## src/rtl/regfile_wb_scheduler.sv

```systemverilog
// rtl/regfile_wb_scheduler.sv - round-robin register write-back arbiter with destination scoreboard
module regfile_wb_scheduler #(
    parameter int NREGS = 32,
    parameter int SELW  = 5
) (
    input  logic                clk,
    input  logic                reset,
    input  logic [2:0]          req_valid,
    input  logic [3*SELW-1:0]   req_sel,
    input  logic [95:0]         req_data,
    output logic [2:0]          req_ready,
    output logic                rf_write,
    output logic [SELW-1:0]     rf_write_sel,
    output logic [31:0]         rf_write_data,
    input  logic                rsv_valid,
    input  logic [SELW-1:0]     rsv_sel,
    output logic                rsv_ready,
    input  logic [SELW-1:0]     chk_sel_1,
    input  logic [SELW-1:0]     chk_sel_2,
    output logic                hazard,
    output logic [NREGS-1:0]    busy
);

    logic [1:0]       ptr;
    logic [1:0]       start;
    logic [2:0]       grant;
    logic             win;
    logic [1:0]       win_idx;
    logic [SELW-1:0]  win_sel;
    logic [31:0]      win_data;
    logic [NREGS-1:0] busy_nxt;

    // Selects outside the tracked range always read as not busy.
    function automatic logic busy_at(input logic [NREGS-1:0] b, input logic [SELW-1:0] sel);
        logic hit;
        hit = 1'b0;
        for (int r = 0; r < NREGS; r++) begin
            if (sel == SELW'(r)) hit = b[r];
        end
        return hit;
    endfunction

    function automatic logic [2:0] rr_pick(input logic [2:0] v, input logic [1:0] first);
        logic [2:0] g;
        logic [1:0] idx;
        logic       found;
        g     = 3'b000;
        idx   = first;
        found = 1'b0;
        for (int k = 0; k < 3; k++) begin
            if (!found && v[idx]) begin
                g[idx] = 1'b1;
                found  = 1'b1;
            end
            idx = (idx == 2'd2) ? 2'd0 : idx + 2'd1;
        end
        return g;
    endfunction

    assign start     = (ptr >= 2'd2) ? 2'd0 : ptr + 2'd1;
    assign grant     = reset ? 3'b000 : rr_pick(req_valid, start);
    assign req_ready = grant;
    assign win       = |grant;
    assign win_idx   = grant[2] ? 2'd2 : (grant[1] ? 2'd1 : 2'd0);

    always_comb begin
        win_sel  = '0;
        win_data = '0;
        for (int i = 0; i < 3; i++) begin
            if (grant[i]) begin
                win_sel  = req_sel[SELW*i +: SELW];
                win_data = req_data[32*i +: 32];
            end
        end
    end

    // Reservation looks only at current busy state, so a same-cycle clear cannot bypass it.
    assign rsv_ready = rsv_valid & ~reset & ~busy_at(busy, rsv_sel);
    assign hazard    = busy_at(busy, chk_sel_1) | busy_at(busy, chk_sel_2);

    always_comb begin
        busy_nxt = busy;
        for (int r = 0; r < NREGS; r++) begin
            if (win && win_sel == SELW'(r)) busy_nxt[r] = 1'b0;
            if (rsv_ready && rsv_sel == SELW'(r)) busy_nxt[r] = 1'b1;
        end
    end

    always_ff @(posedge clk) begin
        if (reset) begin
            ptr           <= 2'd2;
            rf_write      <= 1'b0;
            rf_write_sel  <= '0;
            rf_write_data <= '0;
            busy          <= '0;
        end else begin
            busy     <= busy_nxt;
            rf_write <= win;
            if (win) begin
                ptr           <= win_idx;
                rf_write_sel  <= win_sel;
                rf_write_data <= win_data;
            end
        end
    end

endmodule

```

## config.mk

```make
export PLATFORM = sky130hd
export DESIGN_NAME = regfile_wb_scheduler
export DESIGN_NICKNAME = d
export VERILOG_FILES = /design/src/rtl/regfile_wb_scheduler.sv
export SDC_FILE = /design/constraint.sdc
export NUM_CORES = 1
export LEC_CHECK = 0
export ABC_AREA = 1
export CAP_MARGIN = 15
export CORE_MARGIN = 3
export CORE_UTILIZATION = 40
export DETAILED_ROUTE_END_ITERATION = 8
export DONT_BUFFER_PORTS = 1
export SETUP_SLACK_MARGIN = 0.15
export SLEW_MARGIN = 40
export SYNTH_ARGS = -nofsm -noshare
export SYNTH_HDL_FRONTEND = slang
export SYNTH_SLANG_ARGS = --single-unit
```

## constraint.sdc

```tcl
create_clock -name clk -period 2.95 [get_ports clk]
set_input_delay 0.295 -clock clk [delete_from_list [all_inputs] [get_ports clk]]
set_output_delay 0.295 -clock clk [all_outputs]
set_load 0.02 [all_outputs]
```

## After elaboration in Yosys (flattened, before gate mapping)

Cells that the tools add are included.

| cells by class | value |
|---|---|
| equal/unequal tests | 126 |
| $add $sub $neg | 3 |
| bitwise gates (word level) | 7 |
| multiplexer cells | 189 |
| $lt $le $gt $ge | 7 |
| reductions and logical operators | 108 |

Operators by type and width:

| kind | number |
|---|---|
| $eq 5x5->1 const B | 64 |
| $mux 1 | 169 |
| $eq 5x4->1 const B | 32 |
| $mux 32 | 3 |
| $eq 5x3->1 const B | 16 |
| $logic_and 1x1->1 | 69 |
| $reduce_bool 2->1 | 32 |
| $eq 5x2->1 const B | 8 |
| $eq 5x1->1 const B | 4 |
| $logic_not 5->1 | 4 |
| $mux 5 | 3 |
| $mux 3 | 4 |
| $lt 2x3->1 const B | 3 |
| $mux 2 | 4 |
| $add 2x1->2 const B | 3 |
| $bmux 1 s2 | 3 |
| $demux 1 s2 | 3 |
| $ge 2x1->1 const B | 3 |
| $or 3x3->3 | 2 |
| $eq 2x2->1 const B | 2 |
| $reduce_or 3->1 | 1 |
| $and 1x1->1 | 2 |
| $ge 2x2->1 const B | 1 |
| $logic_not 1->1 | 2 |
| 2 further kinds | 3 |

| word-level totals | value |
|---|---|
| flip-flop bits (word level) | 72 |
| input port bits | 132 |
| logic and storage cells | 476 |

## Depth between registers and ports, before layout

| logic depth | value |
|---|---|
| depth after elaboration | 37 |
| gate-level depth with buffers | 24 |
| mapped depth without buffers | 23 |

## Worst setup path before layout

No wires, ideal clock.

| timing path | value |
|---|---|
| path type | input port to output port |
| start | in chk_sel_2[0] |
| end | out hazard |
| stages on the path | 21 |
| setup slack | 596 ps |
| data required time | 2655 ps |
| data arrival time | 2059 ps |
| cells stage by stage | inv_1 > nor2_1 > inv_1 > nor2_1 > nand2_1 > nand3_1 > nand3_1 > nor2_1 > nand3_1 > nor2_1 > nand4_1 > nor2_1 > nand3_1 > nand2_1 > nand4_1 > nand2_1 > nand4_1 > nor2_1 > nand4_1 > nor2_1 > nand3_1 |

| between the ends | value |
|---|---|
| cells in the longest elaborated chain, start to end | 34 |

Ends and longest elaborated chain:

| element | line | text |
|---|---|---|
| from (decl) | 19 | `input logic [SELW-1:0] chk_sel_2,` |
| $logic_not 5->1 | 38 | `if (sel == SELW'(r)) hit = b[r];` |
| $mux 1 (31 in a row) | 38 |  |
| $mux 1 (*) | 38 |  |
| $or 1x1->1 (*) | 79 | `assign hazard = busy_at(busy, chk_sel_1) \| busy_at(busy, chk_sel_2);` |
| to (decl) | 20 | `output logic hazard,` |

Mark *: on every way between the ends. The rest lies on a longest branch, timed or not.

## Worst setup path in the final report

| timing path | value |
|---|---|
| start | reg busy[0] |
| end | out hazard |

| between the ends | value |
|---|---|
| cells in the longest elaborated chain, start to end | 33 |

Ends and longest elaborated chain:

| element | line | text |
|---|---|---|
| from (decl) | 21 | `output logic [NREGS-1:0] busy` |
| from (signal assigned) | 97 | `busy <= busy_nxt;` |
| $mux 1 (32 in a row) | 38 |  |
| $or 1x1->1 (*) | 79 |  |

Marks and branches as above.

==> results.md <==
- Leakage power of the design: 1.96 nW
- Post-synth design cell area: 4700 µm²
- Growth of design area from synthesis to finish: 11.3%
- Cell with the largest stage delay on the worst path: sky130_fd_sc_hd__dfxtp_4
- Worst slew margin relative to its limit: 57.2%
- Number of library cell types mapped by synthesis: 37
- Die Y: 114 µm
- Global placement routability congestion: 1.05
- Crit end category: output port
- Largest area contributor in the synthesized netlist: sky130_fd_sc_hd__dfxtp_1
- Crit path cell chain: nand3_1 > nand2_1 > a21oi_1 > nand3_1 > nand3_1 > nand3_1 > nor2_1 > nand3_1 > nor2_1 > nand4_1 > nor2_1 > nand3_1 > nand2_1 > nand4_1 > nand2_1 > nand4_1 > nor2_1 > nand4_1 > nor2_2 > nand3_2
- Syn_nets: 902
- Mean routed wirelength per cell: 19.5 µm
- Critical Path RT: 2.65 ns
- Count of buffers inserted at the top-level ports: 0
- Reg2reg path depth: 18
- Power per unit of standard cell area: 744 nW/µm²
- Category of the critical setup timing path: flop to output port
- Synth Instances: 770
- Top cell types by occurrence after synthesis: sky130_fd_sc_hd__nand2_1 (205), sky130_fd_sc_hd__a21oi_1 (87), sky130_fd_sc_hd__nor2_1 (85)
- Die outline area: 13100 µm²
- Buf+Inv Stages, Crit Path: 0
- Std-Cell Core Area: 11200 µm²
- Number of nets in the layout: 894
- Root Buffer: sky130_fd_sc_hd__clkbuf_16
- Endpoint, Worst Hold: busy[14]
- Max-cap viol count: 0
- Total inserted antenna cells: 0
- Crit path top cell by count: sky130_fd_sc_hd__nand3_1
- Total number of H-tree levels: 3
- Average vias per placed instance: 6.13
- Worst ir drop on vdd: 0.443 mV
- Synth area leaders: sky130_fd_sc_hd__dfxtp_1 (31%), sky130_fd_sc_hd__nand2_1 (16%), sky130_fd_sc_hd__a21oi_1 (9.3%)
- Clock Path Buffers: 2
- Crit-path leading delay family: simple AND/OR/NAND/NOR gates
- Count of pins on the block boundary: 207
- Fin Setup TNS: 0 ns
- Total Routed Length: 17700 µm
- Fin. max-slew vios: 0
- Clock latency on the worst-skew pair: 0.34 ns
- Unrepaired setup endpoints after global routing: true
- Share of the cycle needed by the critical path after routing: 97.5%
- Pre-antenna DRT Iters: 6
- Initial core utilization: 42.0%
- Global-route total usage across every layer: 26.1%
- Minimum clock period: 2.88 ns
- Placement row count: 38
- Die boundary width: 114 µm
- Highest net fanout along the worst path: 5
- Hold violation total from the final report: 0
- Number of global-route vias before repair: 5282
- HP Start: reset
- Via total after detailed routing: 5554
- Capturing point of the worst reg2reg path: busy[18]
- Result of the run: finished clean
- Total setup violations reported at the end of the flow: 0
- Worst hold-check slack: 0.0231 ns
- Global-route wire length before repair: 27200 µm
- Clock transition at the registers of the reported paths: 0.06 ns
- DRC violations left: 0
- Number of routed nets with antenna violations: 0
- Actual transition at the worst max-transition pin: 0.640 ns
- Synthesis warning total: 0
- Global-route congestion overflow total: 0
- Fraction of post-synthesis cell area in the top cell type by area: 30.7%
- Fin worst setup slack: 0.0727 ns
- Worst-case register-to-register setup slack: 0.34 ns
- Detailed Place HPWL: 13100 µm
- Critical path arrival: 2.58 ns
- Number of instances in the placed design: 888
- Reg-to-reg critical path startpoint: ptr[1]
- Most common flop cell mapped by yosys: sky130_fd_sc_hd__dfxtp_1
- Share of synthesized flip-flops with an asynchronous set or reset: 0%
- Largest net degree at the start of global routing: 64
- Class of the worst hold path: primary input to flop
- Critical path startpoint category: flop
- Synthesized area per cell: 6.10 µm²
- DRC violation total after the first TritonRoute iteration: 804
- Post-Route Utilization: 46.8%
- CTS tree: done
- Number of instances on the worst hold path: 1
- Number of buffers created by CTS: 9
- Fraction of final layout cells with drive strength greater than 1: 9.40%
- Pre-CTS setup slack: 0.105 ns
- Post-synth EDFFs: 0
- Final Skew: 0.00866 ns
- Most used standard cell by instance count after synthesis: sky130_fd_sc_hd__nand2_1
- Initial antenna violation count: 0
- CP peak stage delay: 0.38 ns
- F_max: 0.348 GHz
- Sequential cell area fraction in the yosys report: 30.7%
- Sink Count: 72
- Number of synthesized register bits: 72
- Filler-free cell count of the finished design: 906
- Hold buffers post-CTS: 0
- Layout filler cell count: 1178
cell type report:
type | count | area, µm² | share of cell area, %
clock buffer | 10 | 239 | 4.57
clock inverter | 5 | 33.8 | 0.646
inverter | 74 | 288 | 5.51
multi-input combinational | 586 | 2880 | 55.1
sequential | 72 | 1450 | 27.8
tap | 140 | 175 | 3.35
timing repair buffer | 18 | 151 | 2.90
timing repair inverter | 1 | 5.00 | 0.0958
worst register-to-register path, stage by stage (launching register included):
cell and delay (ns):
sky130_fd_sc_hd__dfxtp_2 0.39, sky130_fd_sc_hd__nor2_1 0.09, sky130_fd_sc_hd__nand2_1 0.06, sky130_fd_sc_hd__and3_1 0.17, sky130_fd_sc_hd__inv_1 0.08, sky130_fd_sc_hd__nor4_4 0.31, sky130_fd_sc_hd__inv_1 0.12, sky130_fd_sc_hd__o221ai_1 0.17
sky130_fd_sc_hd__nand2_1 0.12, sky130_fd_sc_hd__clkinv_4 0.13, sky130_fd_sc_hd__nand2_1 0.08, sky130_fd_sc_hd__nand3_2 0.11, sky130_fd_sc_hd__inv_1 0.08, sky130_fd_sc_hd__nor2_1 0.12, sky130_fd_sc_hd__inv_2 0.08, sky130_fd_sc_hd__nor2_1 0.10
sky130_fd_sc_hd__inv_1 0.07, sky130_fd_sc_hd__o21ai_1 0.14, sky130_fd_sc_hd__a21oi_1 0.08
through the flow:
step | power (mW) | cell area, µm²
after floorplan | 2.44 | 4700
after global placement | 2.75 | 4830
after detailed placement | 2.78 | 4830
after CTS | 3.80 | 5120
after global routing | 4.10 | 5230
final | 3.89 | 5230
how the worst max path moves through the flow:
| stage | to | from | depth (start not counted) |
|---|---|---|---|
| floorplan | hazard | chk_sel_2[0] | 21 |
| global placement | hazard | chk_sel_2[0] | 21 |
| detailed placement | hazard | chk_sel_2[0] | 21 |
| CTS | hazard | busy[1] | 20 |
| global route | hazard | busy[1] | 20 |
| finish | hazard | busy[0] | 20 |
registers in the layout, summed over array words and instances (netlist names):
signal / cells
rf_write_data: 32
rf_write_sel: 5
busy: 32
rf_write: 1
ptr: 2
cell usage in the layout (no fill, tap or decap), types with 3 or more instances in the layout:
cell type	n
sky130_fd_sc_hd__a22o_1	23
sky130_fd_sc_hd__nand3_1	76
sky130_fd_sc_hd__nand3_2	5
sky130_fd_sc_hd__nand2_1	202
sky130_fd_sc_hd__nor2_1	78
sky130_fd_sc_hd__nand2_2	5
sky130_fd_sc_hd__clkbuf_16	9
sky130_fd_sc_hd__and3_1	4
sky130_fd_sc_hd__nor3_1	17
sky130_fd_sc_hd__dfxtp_1	67
sky130_fd_sc_hd__a22oi_1	3
sky130_fd_sc_hd__nor2_2	10
sky130_fd_sc_hd__o21ai_0	8
sky130_fd_sc_hd__dfxtp_2	3
sky130_fd_sc_hd__inv_2	4
sky130_fd_sc_hd__a21oi_1	85
sky130_fd_sc_hd__inv_1	67
sky130_fd_sc_hd__a31oi_1	4
sky130_fd_sc_hd__buf_4	16
sky130_fd_sc_hd__clkinv_4	3
sky130_fd_sc_hd__nor4_1	3
sky130_fd_sc_hd__clkinv_2	3
sky130_fd_sc_hd__nand4_1	38
sky130_fd_sc_hd__a41oi_1	5
per-layer routing:
metal | global-route usage [%] | up-vias | part of all wire [%]
met3 | 6.66 | 46 | 11
met1 | 34.5 | 2574 | 41
li1 | - | 2597 | -
met2 | 40.3 | 337 | 46
met4 | 11.2 | 0 | 2.9
met5 | 0 | - | 0
power breakdown:
group / switching [mW] / total [mW] / internal (mW)
combinational: 0.900 / 1.33 / 0.429
clock: 0.427 / 1.01 / 0.585
sequential: 0.374 / 1.54 / 1.17
total: 1.70 / 3.89 / 2.18
cell families (layout without fill, tap and decap cells):
| group | Yosys count | count (layout) | share of synthesized area, % |
|---|---|---|---|
| simple gates | 443 | 444 | 41.2 |
| compound gates | 142 | 142 | 18.2 |
| buf+inv | 113 | 108 | 9.91 |
| flops | 72 | 72 | 30.7 |
what timing repair did:
action / CTS / global route
endpoints found under the setup margin: 14 / 51
pin swaps: 1 / 3
setup buffers: 0 / 1
gates resized for setup: 7 / 25
gates cloned: 0 / 2
(Power assumes the default switching activity.)
